**src/rtl/pulseox_pkg.sv**
```systemverilog
// AFE4490 register map and read-sequencer state encoding shared by the pulse-ox blocks.
// Constants and types only; no timing and no handshake.
package pulseox_pkg;

    localparam logic [7:0] REG_CONTROL0    = 8'h00;
    localparam logic [7:0] REG_LED2VAL     = 8'h2A;
    localparam logic [7:0] REG_ALED2VAL    = 8'h2B;
    localparam logic [7:0] REG_LED1VAL     = 8'h2C;
    localparam logic [7:0] REG_ALED1VAL    = 8'h2D;
    localparam logic [7:0] REG_LED2ABSVAL  = 8'h2E;
    localparam logic [7:0] REG_LED1ABSVAL  = 8'h2F;

    localparam int NUM_SLOTS = 6;

    typedef enum logic [1:0] {
        ST_IDLE    = 2'd0,
        ST_WAIT    = 2'd1,
        ST_PUBLISH = 2'd2
    } rd_state_e;

    // Result registers are contiguous, so slot n lives at LED2VAL + n.
    function automatic logic [7:0] slot_addr(input logic [2:0] idx);
        return REG_LED2VAL + {5'd0, idx};
    endfunction

endpackage

```
**src/rtl/afe_read_seq_if.sv**
```systemverilog
// SPI master read handshake: address plus begin pulse out, one-cycle done pulse with data back.
// Pure wiring; the SPI master samples the address on the begin pulse and never stalls it.
interface afe_read_seq_if;
    logic [7:0]  out_addr_r;
    logic        out_r_begin;
    logic [23:0] in_r_data;
    logic        in_r_done;

    modport master (output out_addr_r, output out_r_begin, input in_r_data, input in_r_done);
    modport slave  (input out_addr_r, input out_r_begin, output in_r_data, output in_r_done);
endinterface

```
**src/rtl/afe_read_seq_rise_detect.sv**
```systemverilog
// Rising-edge detector: combinational pulse from the input and a registered previous sample.
// Zero latency; the previous-sample reset value decides whether a level held at reset release counts.
module rise_detect #(
    parameter logic RST_VAL = 1'b1
) (
    input  logic clk,
    input  logic rst_n,
    input  logic d,
    output logic rise
);
    logic prev_q;
    logic prev_d;

    always_comb prev_d = d;

    always_ff @(posedge clk) begin
        if (!rst_n) prev_q <= RST_VAL;
        else        prev_q <= prev_d;
    end

    assign rise = d & ~prev_q;
endmodule

```
**src/rtl/afe_read_seq.sv**
```systemverilog
// Per ADC_RDY edge, reads the six AFE result registers and publishes them as one frame.
// out_r_begin 1 cycle after the edge or the previous done; out_valid 2 cycles after the sixth done.
module afe_read_seq
    import pulseox_pkg::*;
#(
    parameter int TIMEOUT_CYC = 1023
) (
    input  logic               clk,
    input  logic               in_reset_n,
    input  logic               in_r_enable,
    input  logic               in_adc_rdy,
    afe_read_seq_if.master     spi,
    output logic [23:0]        out_led2,
    output logic [23:0]        out_aled2,
    output logic [23:0]        out_led1,
    output logic [23:0]        out_aled1,
    output logic [23:0]        out_led2abs,
    output logic [23:0]        out_led1abs,
    output logic               out_valid,
    output logic               out_overrun,
    output logic               out_timeout
);
    localparam int TW = ($clog2(TIMEOUT_CYC + 1) > 10) ? $clog2(TIMEOUT_CYC + 1) : 10;
    localparam logic [TW-1:0] TIMER_LAST = TW'(TIMEOUT_CYC - 1);

    logic adc_edge;

    rise_detect #(.RST_VAL(1'b1)) u_rdy_edge (
        .clk   (clk),
        .rst_n (in_reset_n),
        .d     (in_adc_rdy),
        .rise  (adc_edge)
    );

    rd_state_e   state_q, state_d;
    logic [2:0]  idx_q, idx_d;
    logic [TW-1:0] timer_q, timer_d;
    logic [23:0] stg_q [NUM_SLOTS];
    logic [23:0] stg_d [NUM_SLOTS];
    logic [23:0] frm_q [NUM_SLOTS];
    logic [23:0] frm_d [NUM_SLOTS];
    logic [7:0]  addr_q, addr_d;
    logic        begin_q, begin_d;
    logic        valid_q, valid_d;
    logic        overrun_q, overrun_d;
    logic        timeout_q, timeout_d;

    always_comb begin
        state_d   = state_q;
        idx_d     = idx_q;
        timer_d   = timer_q;
        stg_d     = stg_q;
        frm_d     = frm_q;
        addr_d    = addr_q;
        begin_d   = 1'b0;
        valid_d   = 1'b0;
        overrun_d = 1'b0;
        timeout_d = 1'b0;
        case (state_q)
            ST_IDLE: begin
                if (adc_edge && in_r_enable) begin
                    idx_d   = 3'd0;
                    addr_d  = REG_LED2VAL;
                    begin_d = 1'b1;
                    timer_d = '0;
                    state_d = ST_WAIT;
                end
            end
            ST_WAIT: begin
                overrun_d = adc_edge;
                if (!in_r_enable) begin
                    state_d = ST_IDLE;
                end else if (spi.in_r_done) begin
                    // A done arriving on the timeout cycle still completes the read.
                    stg_d[idx_q] = spi.in_r_data;
                    if (idx_q == 3'd5) begin
                        state_d = ST_PUBLISH;
                    end else begin
                        idx_d   = idx_q + 3'd1;
                        addr_d  = slot_addr(idx_q + 3'd1);
                        begin_d = 1'b1;
                        timer_d = '0;
                    end
                end else if (timer_q == TIMER_LAST) begin
                    timeout_d = 1'b1;
                    state_d   = ST_IDLE;
                end else begin
                    timer_d = timer_q + TW'(1);
                end
            end
            ST_PUBLISH: begin
                overrun_d = adc_edge;
                if (in_r_enable) begin
                    frm_d   = stg_q;
                    valid_d = 1'b1;
                end
                state_d = ST_IDLE;
            end
            default: state_d = ST_IDLE;
        endcase
    end

    always_ff @(posedge clk) begin
        if (!in_reset_n) begin
            state_q   <= ST_IDLE;
            idx_q     <= 3'd0;
            timer_q   <= '0;
            stg_q     <= '{default: '0};
            frm_q     <= '{default: '0};
            addr_q    <= 8'h00;
            begin_q   <= 1'b0;
            valid_q   <= 1'b0;
            overrun_q <= 1'b0;
            timeout_q <= 1'b0;
        end else begin
            state_q   <= state_d;
            idx_q     <= idx_d;
            timer_q   <= timer_d;
            stg_q     <= stg_d;
            frm_q     <= frm_d;
            addr_q    <= addr_d;
            begin_q   <= begin_d;
            valid_q   <= valid_d;
            overrun_q <= overrun_d;
            timeout_q <= timeout_d;
        end
    end

    assign spi.out_addr_r  = addr_q;
    assign spi.out_r_begin = begin_q;

    assign out_led2    = frm_q[0];
    assign out_aled2   = frm_q[1];
    assign out_led1    = frm_q[2];
    assign out_aled1   = frm_q[3];
    assign out_led2abs = frm_q[4];
    assign out_led1abs = frm_q[5];
    assign out_valid   = valid_q;
    assign out_overrun = overrun_q;
    assign out_timeout = timeout_q;
endmodule

```
**src/flat_wrapper.sv**
```systemverilog
// flat-port wrapper written by rule: the top's interface ports become plain ports
module afe_read_seq_flat import pulseox_pkg::*;
#(
    parameter int TIMEOUT_CYC = 1023
)
  (clk, in_reset_n, in_r_enable, in_adc_rdy, out_led2, out_aled2, out_led1, out_aled1, out_led2abs, out_led1abs, out_valid, out_overrun, out_timeout, spi_out_addr_r, spi_out_r_begin, spi_in_r_data, spi_in_r_done);
  afe_read_seq_if spi_i ();
  input  logic clk;
  input  logic in_reset_n;
  input  logic in_r_enable;
  input  logic in_adc_rdy;
  output logic [23:0] out_led2;
  output logic [23:0] out_aled2;
  output logic [23:0] out_led1;
  output logic [23:0] out_aled1;
  output logic [23:0] out_led2abs;
  output logic [23:0] out_led1abs;
  output logic out_valid;
  output logic out_overrun;
  output logic out_timeout;
  output wire logic [$bits(spi_i.out_addr_r)-1:0] spi_out_addr_r;
  output wire logic [$bits(spi_i.out_r_begin)-1:0] spi_out_r_begin;
  input wire logic [$bits(spi_i.in_r_data)-1:0] spi_in_r_data;
  input wire logic [$bits(spi_i.in_r_done)-1:0] spi_in_r_done;
  assign spi_out_addr_r = spi_i.out_addr_r;
  assign spi_out_r_begin = spi_i.out_r_begin;
  assign spi_i.in_r_data = spi_in_r_data;
  assign spi_i.in_r_done = spi_in_r_done;
  afe_read_seq #(.TIMEOUT_CYC(TIMEOUT_CYC)) u_core (.clk(clk), .in_reset_n(in_reset_n), .in_r_enable(in_r_enable), .in_adc_rdy(in_adc_rdy), .spi(spi_i), .out_led2(out_led2), .out_aled2(out_aled2), .out_led1(out_led1), .out_aled1(out_aled1), .out_led2abs(out_led2abs), .out_led1abs(out_led1abs), .out_valid(out_valid), .out_overrun(out_overrun), .out_timeout(out_timeout));
endmodule
```
**config.mk**
```make
export PLATFORM = sky130hd
export DESIGN_NAME = afe_read_seq_flat
export DESIGN_NICKNAME = d
export VERILOG_FILES = /design/src/rtl/pulseox_pkg.sv /design/src/rtl/afe_read_seq_if.sv /design/src/rtl/afe_read_seq_rise_detect.sv /design/src/rtl/afe_read_seq.sv /design/src/flat_wrapper.sv
export SDC_FILE = /design/constraint.sdc
export NUM_CORES = 1
export LEC_CHECK = 0
export CORE_MARGIN = 2
export CORE_UTILIZATION = 40
export CTS_BUF_LIST = sky130_fd_sc_hd__clkbuf_4 sky130_fd_sc_hd__clkbuf_8
export CTS_CLUSTER_DIAMETER = 50
export DETAILED_ROUTE_END_ITERATION = 12
export HOLD_SLACK_MARGIN = 0.05
export PLACE_DENSITY = 0.65
export SYNTH_ARGS = -nofsm -noshare
export SYNTH_HDL_FRONTEND = slang
export SYNTH_SLANG_ARGS = --single-unit
export TNS_END_PERCENT = 100
```
**constraint.sdc**
```tcl
create_clock -name clk -period 1.7 [get_ports clk]
set_clock_uncertainty 0.15 [all_clocks]
set_input_delay 0.34 -clock clk [delete_from_list [all_inputs] [get_ports clk]]
set_output_delay 0.34 -clock clk [all_outputs]
set_load 0.005 [all_outputs]
```
==> impl_table.tex, run 1 <==
\begin{tabular}{lr}
\hline
Metric & Value \\
\hline
\multicolumn{2}{l}{\textbf{Status}} \\
Status & finished, violations left \\
Violated checks & negative setup slack \\
\multicolumn{2}{l}{\textbf{Worst setup path}} \\
Path type of the worst setup path & register to register \\
Crit-path max FO & 12 \\
R2R Path End & u\_core.stg\_q[132] \\
Cell family with the largest share of critical-path delay & simple AND/OR/NAND/NOR gates \\
Worst flop-to-flop path startpoint & u\_core.state\_q[1] \\
Critical path buffers and inverters & 3 \\
Critical path capture point type & register \\
Worst EP required & 1.99 ns \\
Max stage delay cell, worst path & or3\_4 \\
Critical path startpoint category & register \\
Logic depth of the worst register-to-register path & 8 \\
R2R Setup Slk & -0.14 ns \\
Crit path cell chain & inv\_4, ha\_4, nand4b\_1, buf\_6, or3\_4, clkbuf\_16, nand2\_1, a21oi\_1 \\
Worst EP arrival & 2.13 ns \\
Number of cells on the critical path & 8 \\
Slowest cell delay on critical path & 0.40 ns \\
\multicolumn{2}{l}{\textbf{Floorplan}} \\
Die area & 0.0295 mm\^{}2 \\
Number of rows created at floorplan & 61 \\
I/O pins & 185 \\
Chip Width & 172 um \\
Initial core utilization & 40.6\% \\
Core area & 0.0277 mm\^{}2 \\
Die H & 172 um \\
\multicolumn{2}{l}{\textbf{STA}} \\
Hold Vio Cnt, Final & 0 \\
Worst Setup Slack, final & -0.137 ns \\
Total negative setup slack & -10.65 ns \\
RSZ-0062 raised after global routing & yes \\
Final Max Slew Viols & 0 \\
Final worst-path cycle share & 108\% \\
Minimum clock period after layout & 1.84 ns \\
FMAX & 545 MHz \\
Final setup vio count & 155 \\
\multicolumn{2}{l}{\textbf{Power and ir drop}} \\
Cell internal power dissipation & 0.0116 W \\
Switching Fraction & 24.4\% \\
Highest ir drop seen on vdd & 519 uV \\
P\_sw & 0.00375 W \\
Portion of total power attributed to the clock network & 43.0\% \\
Share of total power in combinational logic & 8.5\% \\
Leakage power of the design & 6.37 nW \\
Sequential share of power & 48.5\% \\
Power density over the cells & 937 mW/mm\^{}2 \\
\multicolumn{2}{l}{\textbf{Hold path}} \\
Sink of the worst hold path & u\_core.u\_rdy\_edge.prev\_q \\
Startpoint of the worst hold path & in\_adc\_rdy \\
Hold Path Depth & 2 \\
Class of the tightest hold or removal check & input port to register \\
\multicolumn{2}{l}{\textbf{Synth}} \\
Sequential share of the synthesized area & 55.7\% \\
Number of distinct library cells after synthesis & 49 \\
Fraction of registers with async set or reset after synthesis & 0\% \\
Number of register bits inferred by synthesis & 313 \\
Leading area contributor after synthesis & dfxtp\_1 \\
Main area contributors after synthesis & dfxtp\_1, nand2\_1, a21oi\_1, clkbuf\_1, buf\_2 \\
Syn avg cell area & 7.90 um\^{}2 \\
Number of synthesized flops with an enable pin & 0 \\
Synthesized cell area & 0.0113 mm\^{}2 \\
Instance count of the mapped netlist & 1,424 \\
Top FF cell, synth & dfxtp\_1 \\
Yosys top cell area share & 55.7\% \\
Total of warnings raised by yosys & 0 \\
\multicolumn{2}{l}{\textbf{Placed design}} \\
Detailed-placement wirelength estimate & 22,000 um \\
Final RePlAce weighted congestion & 0.827 \\
Input/output buffers & 182 \\
\multicolumn{2}{l}{\textbf{CTS}} \\
CTS tree & done \\
Number of sinks driven by the clock tree & 313 \\
Maximum buffer depth of the clock tree & 3 \\
Clk slew on worst S/H paths & 0.06 ns \\
Number of H-tree levels & 2 \\
Latest clock arrival within the worst-skew pair & 0.58 ns \\
Clock tree root driver cell & clkbuf\_8 \\
Number of buffers created by CTS & 50 \\
\multicolumn{2}{l}{\textbf{Global routing}} \\
Antenna violations before repair & 0 \\
Global-route total usage across every layer & 22.6\% \\
Number of global-route vias before repair & 9,599 \\
Largest net degree at the start of global routing & 62 \\
Global-route wire length before repair & 51,600 um \\
Congestion Overflow GR & 0 \\
\multicolumn{2}{l}{\textbf{Detailed routing}} \\
Initial DRC Count & 928 \\
Remaining DRCs & 0 \\
Total length of routed wires & 38,200 um \\
Count of antenna-violating nets left after detailed routing & 0 \\
Number of detailed-route iterations in the first pass & 7 \\
DR vias/cell & 5.16 \\
Routed length per placed instance & 18.2 um \\
Detailed-route via count & 10,800 \\
\multicolumn{2}{l}{\textbf{Layout}} \\
Fin nets & 1,719 \\
Synth-to-Final Area Change & 45.8\% \\
Fill cells & 2,500 \\
Area used by multi-input combinational logic & 0.00509 mm\^{}2 \\
Total inserted antenna cells & 0 \\
Final design utilization & 59.2\% \\
Combined flip-flop and latch cell area & 0.00634 mm\^{}2 \\
Share of final-layout standard cells stronger than drive strength 1 & 23.4\% \\
\multicolumn{2}{l}{\textbf{Job}} \\
Max-cap violations & 0 \\
\hline
\end{tabular}
==> through the flow <==
| step | hold slack, ns | setup slack (ns) | cells | total power [W] | cell area, um^2 |
|---|---|---|---|---|---|
| finish | 0.265 | -0.137 | 2097 | 0.0154 | 16400 |
| detailed placement | 0.293 | -0.508 | 1976 | 0.00862 | 14300 |
| floorplan | 0.282 | -0.0493 | 1425 | 0.00807 | 11300 |
| global route | 0.271 | -0.197 | 2097 | 0.0159 | 16400 |
| CTS | 0.248 | -0.0791 | 2068 | 0.0152 | 15300 |
| global placement | 0.288 | -0.530 | 1976 | 0.00861 | 14300 |
==> routing by layer <==
metal | GRT usage, % | share of wire (%)
met2 | 36.9 | 47
met4 | 8.77 | 3.1
met1 | 29.4 | 43
met3 | 4.28 | 7.5
met5 | 0 | 0
==> registers in the layout, indices dropped and copies added (netlist names) <==
name / flops
u_core.spi.out_r_begin: 1
u_core.state_q: 2
u_core.out_timeout: 1
u_core.out_led1: 24
u_core.out_aled1: 24
u_core.out_valid: 1
u_core.stg_q: 144
u_core.out_led2: 24
u_core.out_led2abs: 24
u_core.u_rdy_edge.prev_q: 1
u_core.idx_q: 3
u_core.out_overrun: 1
u_core.out_led1abs: 24
u_core.out_aled2: 24
u_core.timer_q: 10
u_core.spi.out_addr_r: 5
==> area by class of cell <==
cell class                 instances  share of cell area, %
clock buffer                      77                   5.89
clock inverter                    12                  0.458
inverter                          10                  0.290
multi-input combinational        997                   31.0
sequential                       313                   38.6
tap                              378                   2.88
timing repair buffer             310                   20.8
==> cell families (layout without fill, tap and decap cells) <==
| logic type | Yosys count | count (layout) | synth area share, % |
|---|---|---|---|
| and+or+nand+nor | 662 | 662 | 23.7 |
| AOI/OAI and AO/OA | 321 | 321 | 15.1 |
| DFF | 313 | 313 | 55.7 |
| buffers and inverters | 115 | 409 | 4.27 |
| adders and majority gates | 8 | 8 | 0.890 |
| muxes | 3 | 3 | 0.267 |
| other | 1 | 2 | 0.0333 |
| xor gates and xnor gates | 1 | 1 | 0.0779 |
==> synthesized netlist by cell type (all sizes together) (3+ instances only) <==
library cell / n
and3: 5
ha: 8
nor2: 8
nand4b: 4
a31oi: 4
a21oi: 291
nand3: 14
inv: 10
nand4: 7
nor3: 6
mux2i: 3
buf: 33
nand3b: 3
nand2b: 6
o21ai: 4
dfxtp: 313
o211ai: 6
or3: 4
nand2: 594
clkbuf: 72
==> worst register-to-register path, stage by stage, from the launching register on <==
cell       delay [ns]
dfxtp_2          0.33
inv_4            0.07
ha_4             0.16
nand4b_1         0.12
buf_6            0.15
or3_4            0.40
clkbuf_16        0.21
nand2_1          0.07
a21oi_1          0.06
==> power groups by stage <==
stage	Sequential (W)	Combinational, W	Clock, W
3_5_place_dp	0.00760	0.00102	0
3_3_place_gp	0.00760	0.00101	0
5_1_grt	0.00746	0.00136	0.00704
4_1_cts	0.00744	0.00109	0.00668
2_1_floorplan	0.00760	0.000478	0
6_report	0.00745	0.00131	0.00660
==> placed cells by master, fill, tap and decap left out, types with 4 or more instances in the layout <==
cell and n:
nand2_2 20, nand2_1 557, dlygate4sd2_1 147, a21oi_2 53
nand4b_1 4, clkbuf_4 15, nor2_1 6, buf_6 15
inv_1 5, nand2_4 17, dfxtp_2 54, nand3_1 13
clkbuf_16 21, clkinv_2 8, nand4_1 6, clkbuf_8 62
a31oi_1 4, clkdlybuf4s15_1 4, ha_4 5, dfxtp_1 258
buf_12 28, buf_4 60, clkdlybuf4s50_1 28, a21oi_1 238
o211ai_1 6, nand2b_1 5
==> repair_timing <==
action,4_1_cts,5_1_grt
resized for setup,240,134
pin swaps,9,43
hold buffers,0,0
setup buffers,3,6
gates cloned,0,24
endpoints found under the setup margin,326,317
==> worst max-delay path by stage <==
stage	startpoint	to	slack [ns]
2_1_floorplan	u_core.state_q[1]	u_core.stg_q[123]	-0.05
3_3_place_gp	in_adc_rdy	u_core.timer_q[3]	-0.53
3_5_place_dp	spi_in_r_done	u_core.timer_q[9]	-0.51
4_1_cts	u_core.state_q[1]	u_core.stg_q[70]	-0.08
5_1_grt	u_core.state_q[1]	u_core.stg_q[81]	-0.20
6_report	u_core.state_q[1]	u_core.stg_q[132]	-0.14
Power figures use the tool's default switching activity.
==> inputs of run 2 (changes only) <==
--- a/config.mk
+++ b/config.mk
@@ -5,6 +5,7 @@
 export SDC_FILE = /design/constraint.sdc
 export NUM_CORES = 1
 export LEC_CHECK = 0
+export CAP_MARGIN = 40
 export CORE_MARGIN = 2
 export CORE_UTILIZATION = 40
 export CTS_BUF_LIST = sky130_fd_sc_hd__clkbuf_4 sky130_fd_sc_hd__clkbuf_8
==> results of run 2 <==
Final layout, timing and power as in run 1 (identical DEF).
